--- config.mk ---
export PLATFORM = sky130hd
export DESIGN_NAME = uart_tx_param
export DESIGN_NICKNAME = d
export VERILOG_FILES = /design/src/rtl/uart_tx_param.sv
export SDC_FILE = /design/constraint.sdc
export NUM_CORES = 1
export LEC_CHECK = 0
export ABC_AREA = 1
export CORE_MARGIN = 10
export CORE_UTILIZATION = 40
export CTS_CLUSTER_DIAMETER = 30
export CTS_CLUSTER_SIZE = 25
export DETAILED_ROUTE_END_ITERATION = 6
export DONT_BUFFER_PORTS = 1
export PLACE_DENSITY = 0.53
export SYNTH_ARGS = -nofsm -noshare
export SYNTH_HDL_FRONTEND = slang
export SYNTH_SLANG_ARGS = --single-unit
--- constraint.sdc ---
create_clock -name clk -period 1.3 [get_ports clk]
set_input_delay 0.26 -clock clk [delete_from_list [all_inputs] [get_ports clk]]
set_output_delay 0.26 -clock clk [all_outputs]
set_load 0.01 [all_outputs]
--- src/rtl/uart_tx_param.sv ---
// Parametrised UART transmitter: start bit, DATA_BITS LSB-first, optional parity, STOP_BITS stop bits, paced by baud_en.
// Defining UART_TX_FIFO_EN adds a FIFO_DEPTH-entry write FIFO and back-to-back frames with no idle gap.
module uart_tx_param #(
    parameter int DATA_BITS  = 8,
    parameter int PARITY     = 0,
    parameter int STOP_BITS  = 1,
    parameter int FIFO_DEPTH = 4
) (
    input  logic                 clk,
    input  logic                 rst,
    input  logic                 baud_en,
    input  logic                 wr_en,
    input  logic [DATA_BITS-1:0] data_in,
    output logic                 wr_ready,
    output logic                 tx,
    output logic                 busy,
    output logic                 done
);
    localparam int IDX_W  = $clog2(DATA_BITS + 1);
    localparam int STOP_W = (STOP_BITS > 1) ? $clog2(STOP_BITS) : 1;
    localparam logic [IDX_W-1:0]  IDX_END   = IDX_W'(DATA_BITS);
    localparam logic [STOP_W-1:0] STOP_LAST = STOP_W'(STOP_BITS - 1);
    localparam logic              PAR_ODD   = (PARITY == 2);

    if (DATA_BITS < 5 || DATA_BITS > 9 || PARITY < 0 || PARITY > 2 ||
        STOP_BITS < 1 || STOP_BITS > 2 || FIFO_DEPTH < 2 ||
        (FIFO_DEPTH & (FIFO_DEPTH - 1)) != 0) begin : g_param_check
        $error("uart_tx_param: illegal parameter value");
    end

    typedef enum logic [2:0] {S_IDLE, S_START, S_DATA, S_PARITY, S_STOP} state_t;

    state_t               r_state, w_state_nx;
    logic [DATA_BITS-1:0] r_shift, w_shift_nx;
    logic [IDX_W-1:0]     r_idx,   w_idx_nx;
    logic [STOP_W-1:0]    r_stop,  w_stop_nx;
    logic                 r_par,   w_par_nx;
    logic                 r_tx,    w_tx_nx;
    logic                 w_avail;
    logic                 w_load;
    logic [DATA_BITS-1:0] w_src;

`ifdef UART_TX_FIFO_EN
    localparam int PTR_W = $clog2(FIFO_DEPTH);
    localparam bit B2B   = 1'b1;

    logic [DATA_BITS-1:0] r_mem [FIFO_DEPTH];
    logic [PTR_W-1:0]     r_wptr, r_rptr;
    logic [PTR_W:0]       r_cnt;
    logic                 w_full, w_empty, w_push;

    assign w_full   = (r_cnt == (PTR_W + 1)'(FIFO_DEPTH));
    assign w_empty  = (r_cnt == '0);
    // A pop in the same cycle frees a slot, so a push into a full FIFO still lands.
    assign wr_ready = !w_full || w_load;
    assign w_push   = wr_en && wr_ready;
    assign w_avail  = !w_empty;
    assign w_src    = r_mem[r_rptr];

    always_ff @(posedge clk or posedge rst) begin
        if (rst) begin
            r_wptr <= '0;
            r_rptr <= '0;
            r_cnt  <= '0;
        end else begin
            if (w_push) r_wptr <= r_wptr + 1'b1;
            if (w_load) r_rptr <= r_rptr + 1'b1;
            if (w_push && !w_load)      r_cnt <= r_cnt + 1'b1;
            else if (!w_push && w_load) r_cnt <= r_cnt - 1'b1;
        end
    end

    always_ff @(posedge clk) begin
        if (w_push) r_mem[r_wptr] <= data_in;
    end
`else
    localparam bit B2B = 1'b0;

    assign wr_ready = (r_state == S_IDLE);
    assign w_avail  = wr_en;
    assign w_src    = data_in;
`endif

    always_comb begin
        w_state_nx = r_state;
        w_shift_nx = r_shift;
        w_idx_nx   = r_idx;
        w_stop_nx  = r_stop;
        w_par_nx   = r_par;
        w_tx_nx    = r_tx;
        w_load     = 1'b0;
        done       = 1'b0;
        case (r_state)
            S_IDLE: begin
                if (w_avail) begin
                    w_load     = 1'b1;
                    w_state_nx = S_START;
                end
            end
            S_START: begin
                if (baud_en) begin
                    w_tx_nx    = 1'b0;
                    w_idx_nx   = '0;
                    w_state_nx = S_DATA;
                end
            end
            S_DATA: begin
                if (baud_en) begin
                    // r_idx counts bits already on the line; at IDX_END this tick closes the last data bit.
                    if (r_idx == IDX_END) begin
                        if (PARITY != 0) begin
                            w_tx_nx    = r_par;
                            w_state_nx = S_PARITY;
                        end else begin
                            w_tx_nx    = 1'b1;
                            w_stop_nx  = '0;
                            w_state_nx = S_STOP;
                        end
                    end else begin
                        w_tx_nx    = r_shift[0];
                        w_shift_nx = r_shift >> 1;
                        w_idx_nx   = r_idx + 1'b1;
                    end
                end
            end
            S_PARITY: begin
                if (baud_en) begin
                    w_tx_nx    = 1'b1;
                    w_stop_nx  = '0;
                    w_state_nx = S_STOP;
                end
            end
            S_STOP: begin
                if (baud_en) begin
                    if (r_stop == STOP_LAST) begin
                        done = 1'b1;
                        if (B2B && w_avail) begin
                            w_load     = 1'b1;
                            w_tx_nx    = 1'b0;
                            w_idx_nx   = '0;
                            w_state_nx = S_DATA;
                        end else begin
                            w_state_nx = S_IDLE;
                        end
                    end else begin
                        w_stop_nx = r_stop + 1'b1;
                    end
                end
            end
            default: w_state_nx = S_IDLE;
        endcase
        if (w_load) begin
            w_shift_nx = w_src;
            w_par_nx   = (^w_src) ^ PAR_ODD;
        end
    end

    always_ff @(posedge clk or posedge rst) begin
        if (rst) begin
            r_state <= S_IDLE;
            r_shift <= '0;
            r_idx   <= '0;
            r_stop  <= '0;
            r_par   <= 1'b0;
            r_tx    <= 1'b1;
        end else begin
            r_state <= w_state_nx;
            r_shift <= w_shift_nx;
            r_idx   <= w_idx_nx;
            r_stop  <= w_stop_nx;
            r_par   <= w_par_nx;
            r_tx    <= w_tx_nx;
        end
    end

    assign tx   = r_tx;
    assign busy = (r_state != S_IDLE);
endmodule

Yosys cells after proc, flatten, opt, wreduce, memory -nomap -nowiden
Index checks and enable logic that the tools add are counted.
W data, S select, Z words.
{"block": "classes", "n_div": 0, "n_bitwise": 0, "eq_ne": 14, "mul": 0, "n_lt_le_gt_ge": 0, "n_addsub": 2, "shift": 0, "muxes": 31, "n_reduce_logical": 12}
{"cell": "$mux W8", "count": 4}
{"cell": "$mux W3", "count": 7}
{"cell": "$ne A2 B2 Y1 const B", "count": 9}
{"cell": "$pmux W3 S5", "count": 1}
{"cell": "$mux W1", "count": 13}
{"cell": "$mux W4", "count": 3}
{"cell": "$reduce_bool A3 Y1", "count": 3}
{"cell": "$pmux W4 S2", "count": 1}
{"cell": "$reduce_and A4 Y1", "count": 2}
{"cell": "$reduce_and A7 Y1", "count": 1}
{"cell": "$eq A3 B2 Y1 const B", "count": 2}
{"cell": "$pmux W1 S3", "count": 2}
{"cell": "$reduce_bool A2 Y1", "count": 3}
{"cell": "$reduce_and A5 Y1", "count": 1}
{"cell": "$add A4 B1 Y4 const B", "count": 1}
{"cell": "$eq A4 B4 Y1 const B", "count": 1}
{"cell": "$eq A3 B1 Y1 const B", "count": 1}
{"cell": "$eq A3 B3 Y1 const B", "count": 1}
{"cell": "$logic_not A3 Y1", "count": 1}
{"cell": "$reduce_and A3 Y1", "count": 1}
{"cell": "$add A1 B1 Y1 const B", "count": 1}
{"block": "totals", "regBits": 17, "n_memories": 0, "latchBits": 0, "ramBits": 0, "out_inout_bits": 4, "romBits": 0, "wordCells": 64, "in_bits": 12}

Depth between registers and ports, before layout
Gate-level depths: netlist of the first run.
{"block": "depth", "depth_word": 5, "ltp_mapped": 7, "mapped_depth_nobuf": 7}

Least setup slack after synthesis of the first run
No wires, ideal clock.
{"block": "synth_path", "path_kind": "reg-to-reg", "startpoint": "register r_idx[0]", "endpoint": "register r_shift[0]", "slack_ps": 103, "path_buffers": 1, "t_arrival_ps": 1080, "path_stages_with_launch": 8, "required_ps": 1183, "cell_sequence": "dfrtp_1 -> inv_1 -> ha_1 -> nand3_1 -> nand3_2 -> buf_6 -> nand3_1 -> nand2_1"}
{"block": "synth_between", "elab_chain_len": 3}
{"element": "start: declaration", "line_no": "35", "source": "logic [IDX_W-1:0] r_idx, w_idx_nx;"}
{"element": "start signal: assignment", "line_no": "169", "source": "r_idx <= w_idx_nx;"}
{"element": "$eq A4 B4 Y1", "line_no": "110", "source": "if (r_idx == IDX_END) begin"}
{"element": "$ne A2 B2 Y1 (no line)"}
{"element": "$reduce_and A3 Y1 (no line)"}
{"element": "end signal: assignment", "line_no": "168", "source": "r_shift <= w_shift_nx;"}
{"element": "end: declaration", "line_no": "34", "source": "logic [DATA_BITS-1:0] r_shift, w_shift_nx;"}
No other way between the ends.
A chain may end at the register's enable or synchronous reset.

Final worst setup path of the first run
{"block": "layout_path", "startpoint": "register r_state[0]", "endpoint": "output busy"}
{"block": "layout_between", "elab_chain_len": 1}
{"element": "start: declaration", "line_no": "33", "source": "state_t r_state, w_state_nx;"}
{"element": "start signal: assignment", "line_no": "167", "source": "r_state <= w_state_nx;"}
{"element": "$reduce_bool A3 Y1", "line_no": "177", "source": "assign busy = (r_state != S_IDLE);"}
{"element": "end: declaration", "line_no": "16", "source": "output logic busy,"}
No other way between the ends.

==> results_dict.tcl, run 1 <==
set metrics [dict create \
    status "finished with violations" \
    failed_checks "negative setup slack" \
    slew_headroom_pct 85.7 \
    pwr-share-seq_pct 33.6 \
    area_growth_syn_to_layout_pct 35.4 \
    max_freq_mhz 744 \
    p_total_mw 2.29 \
    peakVddDrop_v 0.000934 \
    hold_viol_final 0 \
    critPathCaptureType "primary output" \
    grt_max_degree 17 \
    startpoint "r_state[0]$_DFFE_PP0P_" \
    fin_crit_ns 1.34 \
    fin_crit_sh_pct 103 \
    die_area_um2 4580 \
    drive_gt1_share_pct 33.1 \
    rsz0062_at_grt "yes" \
    multi_input_area_um2 522 \
    skew_ns 0.00374 \
    antenna_found_initial 0 \
    worst_slew_pin_slew_ns 0.215 \
    io_pins 16 \
    yosysTopAreaCell "dfrtp_1" \
    grt_pass1_vias 787 \
    preCtsSetupSlack_ns -0.0353 \
    drc 0 \
    rows 17 \
    setup_total_negative_slack_ns -0.0818 \
    swShare_pct 40.6 \
    holdWs_ns 0.0831 \
    initial_core_util_pct 41.5 \
    yosys_warnings 0 \
    wirelength_mm 2.02 \
    io_buffer_count 0 \
    vias_per_cell 4.73 \
    cts-root-buf "clkbuf_4" \
    fin_ws_ns -0.0435 \
    setup_viol_count_final 3 \
    power_frac_clock_pct 11.9 \
    regArea_um2 403 \
    drv_cap 0 \
    grt_overflow 0 \
    hp-class "primary input to register" \
    die_x_um 67.7 \
    clk_latency_ns 0.28 \
    num_vias 818 \
    grt_pass1_wl_mm 3.38 \
    yosys-top-cells-area "dfrtp_1 (41%), nand2_1 (23%), nand3_1 (7.2%)" \
    synth_cell_types 18 \
    worst-path-buf-inv 1 \
    final_cell_mix "nand2_1 (52), buf_4 (17), dfrtp_1 (14), nand3_1 (12), inv_1 (7)" \
    grt_use_total_pct 9.26 \
    crit_slowest_cell "dfrtp_1" \
    pwr-share-comb_pct 54.4 \
    layout_commonest_cell "nand2_1" \
    dp.cells 162 \
    synth.yosys.seq_area_share_pct 44.2 \
    cts_sinks 16 \
    cp_cell_sequence "nor2_4 -> nand2_2 -> buf_6" \
    firstDrtPassIters 3 \
    stdcell_area_um2 1230 \
    hpwl_mm 1.48 \
    cts.path.max_buffers 2 \
    fin_util_pct 56.1 \
    powerDensity_nw_per_um2 1860 \
    start_kind "register" \
    ant_nets 0 \
    synth-seq-cells 16 \
    drt_iter0_markers 38 \
    clk_pin_slew_ns 0.09 \
    cts-buffers-inserted 3 \
    htreeDepth 1 \
    power.leakage_nw 0.655 \
    antenna_cells 0 \
    r2r-start "r_state[0]$_DFFE_PP0P_" \
    arrival_ns 1.08 \
    syn_inst 120 \
    crit_type "register to primary output" \
    p_int_mw 1.36 \
    power.switching_mw 0.932 \
    nFillCells 214 \
    crit_required_ns 1.04 \
    syn-num-nets 134 \
    path_max_fanout 4 \
    tritoncts "built" \
    yosys.area.top_type_share_pct 41.3 \
    slew_viol_final 0 \
    critPathTopFamily "flip-flops" \
    die-height_um 67.7 \
    stdcell_count 173 \
    wl_per_cell_um 11.7 \
    dpl-instance-area_um2 1050 \
    coreArea_um2 2190 \
    place.gp.congestion 0.812 \
    avgSynthCellArea_um2 7.57 \
    synth_area_um2 908 \
    slowest_delay_ns 0.43 \
    hp-start "baud_en" \
    nets 160 \
]
## cells in the mapped netlist
cell type,count
ha_1,2
nand3_2,2
nand2_1,56
nand3_4,1
nand3_1,13
inv_1,10
inv_2,1
nand2_2,2
buf_6,2
dfrtp_1,15
nor2_4,1
xor2_1,2
nor2_2,1
nor2_1,3
o21ai_0,5
dfstp_2,1
o21ai_2,1
nand4_1,2
## flip-flops by register name (all words and copies together), names as in the netlist
name     count
r_idx        4
r_shift      8
r_state      3
tx           1
## power groups by stage
stage / Sequential, mW / Clock, mW / Combinational [mW]
floorplan: 0.779 / 0 / 0.638
global placement: 0.784 / 0 / 0.947
detailed placement: 0.786 / 0 / 0.955
CTS: 0.773 / 0.288 / 1.05
global route: 0.792 / 0.320 / 1.42
finish: 0.771 / 0.274 / 1.25
## path summary, 6_finish.rpt
path / end / slack (ns) / cells after the start
hold reg to reg: r_shift[7]$_DFFE_PP0P_ / 0.51 / 2
hold / removal: tx$_DFFE_PP1P_ / 0.08 / 2
min in group asynchronous: r_shift[7]$_DFFE_PP0P_ / 0.42 / 3
setup reg to reg: r_shift[4]$_DFFE_PP0P_ / 0.02 / 6
setup / recovery: busy / -0.04 / 3
max in group asynchronous: tx$_DFFE_PP1P_ / 0.63 / 3
## metal layers
metal	wire length, um	vias up	global-route usage, %	share of wire (%)
met5	0	-	0	0
met4	10	0	3.85	0.50
met3	96	2	2.48	4.8
met2	1010	11	15.1	50
met1	898	380	11.2	44
li1	-	425	-	-
## layout make-up
| class | instances | area share [%] |
|---|---|---|
| Clock buffer | 4 | 2.14 |
| Inverter | 11 | 3.36 |
| Multi-Input combinational cell | 91 | 42.4 |
| Sequential cell | 16 | 32.8 |
| Tap cell | 28 | 2.85 |
| Timing Repair Buffer | 23 | 16.5 |
## worst register-to-register path: cells and delay by family (launching register included)
kind          cells  cell delay (ns)
simple gates      4             0.41
flops             1             0.43
buf+inv           2             0.35
## logic make-up (layout without fill, tap and decap cells)
logic type | Yosys count | count (layout) | share of synthesized area (%)
buf+inv | 13 | 38 | 7.02
flops | 16 | 16 | 44.2
fa+ha+maj | 2 | 2 | 2.75
simple gates | 81 | 81 | 40.4
xor+xnor | 2 | 2 | 1.93
compound gates | 6 | 6 | 3.72
## timing repair
| action | in CTS | in global routing |
|---|---|---|
| hold endpoints to repair | 15 | 0 |
| gates cloned | 0 | 0 |
| setup buffers | 2 | 4 |
| pin swaps | 2 | 9 |
| setup endpoints to repair | 12 | 17 |
| resized for setup | 10 | 19 |
| hold buffers | 1 | 0 |
Note: power is estimated with default switching activity, not from simulation.
==> run 2, diff against run 1 <==
- GPL_ROUTABILITY_DRIVEN: not set -> 1
==> results of run 2 <==
Final layout, timing and power as in run 1 (identical DEF).
==> run 3, diff against run 2 <==
- CORE_UTILIZATION: 40 -> 45
- PLACE_DENSITY: 0.53 -> 0.59
==> run 3 against run 2 <==
Final area up 5.3%. Non-clock buffer count up 3. Critical path depth grew 1. Power increased by 8.5%. The flow still finishes with violations (negative setup slack). Largest power group unchanged. Largest cell class unchanged.
==> results_dict.tcl, run 3 (synthesis results as in run 1) <==
set metrics [dict create \
    grt_max_degree 17 \
    worst_slew_pin_slew_ns 0.242 \
    path_max_fanout 3 \
    num_vias 854 \
    stdcell_count 176 \
    wirelength_mm 2.20 \
    cts_sinks 16 \
    power_frac_clock_pct 13.1 \
    drt_iter0_markers 26 \
    antenna_cells 0 \
    antenna_found_initial 0 \
    grt_pass1_wl_mm 3.41 \
    ant_nets 0 \
    drc 0 \
    io_pins 16 \
    rows 16 \
    nets 164 \
    fin_crit_sh_pct 107 \
    dp.cells 160 \
    htreeDepth 1 \
    clk_pin_slew_ns 0.10 \
    cts-buffers-inserted 3 \
    slew_headroom_pct 83.8 \
    cts.path.max_buffers 2 \
    grt_overflow 0 \
    wl_per_cell_um 12.5 \
    grt_pass1_vias 814 \
    rsz0062_at_grt "yes" \
    hp-class "primary input to register" \
    coreArea_um2 1940 \
    pwr-share-seq_pct 31.2 \
    pwr-share-comb_pct 55.6 \
    firstDrtPassIters 4 \
    skew_ns 0.00328 \
    arrival_ns 1.13 \
    die-height_um 64.9 \
    peakVddDrop_v 0.00111 \
    slew_viol_final 0 \
    r2r_slack_ns -0.03 \
    failed_checks "negative setup slack" \
    nFillCells 174 \
    die_x_um 64.9 \
    place.gp.congestion 0.759 \
    critPathCaptureType "primary output" \
    crit_required_ns 1.04 \
    fin_crit_ns 1.39 \
    swShare_pct 39.9 \
    grt_use_total_pct 9.88 \
    cts-root-buf "clkbuf_4" \
    start_kind "register" \
    largest_reg_flops 8 \
    power.switching_mw 0.992 \
    io_buffer_count 0 \
    status "finished with violations" \
    power.leakage_nw 0.688 \
    preCtsSetupSlack_ns -0.118 \
    fin_ws_ns -0.0884 \
    crit_type "register to primary output" \
    largest-register "r_shift" \
    regArea_um2 404 \
    hpwl_mm 1.46 \
    p_int_mw 1.50 \
    vias_per_cell 4.85 \
    drive_gt1_share_pct 36.9 \
    multi_input_area_um2 534 \
    area_growth_syn_to_layout_pct 42.6 \
    die_area_um2 4220 \
    setup_viol_count_final 10 \
    initial_core_util_pct 46.8 \
    tritoncts "built" \
    hold_viol_final 0 \
    max_freq_mhz 720 \
    layout_commonest_cell "nand2_1" \
    drv_cap 0 \
    setup_total_negative_slack_ns -0.384 \
    clk_latency_ns 0.28 \
    powerDensity_nw_per_um2 1920 \
    final_cell_mix "nand2_1 (51), buf_4 (16), dfrtp_1 (13), nand3_1 (11), buf_6 (8)" \
    biggestRegsByFlops "r_shift x8, r_idx x4, r_state x3" \
]
[run 3: layer usage]
metal / wire [um] / track usage [%] / up-vias
li1: - / - / 440
met1: 912 / 10.3 / 403
met2: 1160 / 17.6 / 9
met3: 110 / 3.44 / 2
met4: 14 / 4.01 / 0
met5: 0 / 0 / -
[run 3: cell type report]
cell class	instances	area share [%]
timing repair buffer	26	18.6
tap	27	2.61
clock buffer	4	2.80
multi-input combinational	92	41.3
sequential	16	31.2
inverter	11	3.57
[run 3: power by group through the flow]
stage               Combinational (mW)  Clock, mW  Sequential (mW)
floorplan                        0.638          0            0.779
global placement                 0.934          0            0.788
detailed placement               0.944          0            0.791
CTS                               1.14      0.335            0.770
global route                      1.55      0.363            0.798
finish                            1.38      0.327            0.777
[run 3: through the flow]
stage               area [um^2]  util [%]  power [mW]  hold WS (ns)
floorplan                   908         -        1.42         0.173
global placement           1030      53.2        1.72         0.172
detailed placement         1030      53.2        1.74         0.171
CTS                        1170      60.3        2.24        0.0710
global route               1290      66.7        2.71        0.0781
finish                     1290      66.7        2.49        0.0789
[run 3: worst paths after layout]
path / startpoint / to / depth (start not counted)
worst max-delay path: r_state[0]$_DFFE_PP0P_ / busy / 4
worst min-delay path: baud_en / tx$_DFFE_PP1P_ / 2
worst max register to register: r_state[0]$_DFFE_PP0P_ / r_shift[1]$_DFFE_PP0P_ / 9
worst min register to register: tx$_DFFE_PP1P_ / tx$_DFFE_PP1P_ / 2
max in group asynchronous: rst / tx$_DFFE_PP1P_ / 3
min in group asynchronous: rst / r_idx[3]$_DFFE_PP0P_ / 3
[run 3: critical path, cell delays in order (launching register included)]
cell and delay (ns):
dfrtp_2 0.43, nor2_4 0.12, buf_6 0.13, nand2_4 0.05
buf_6 0.11
[run 3: repair_timing]
item / in CTS / in global routing
hold endpoints to repair: 15 / 0
pin swaps: 3 / 10
resized for setup: 14 / 22
setup buffers: 5 / 5
hold buffers: 1 / 0
cloned: 0 / 1
endpoints found under the setup margin: 15 / 17
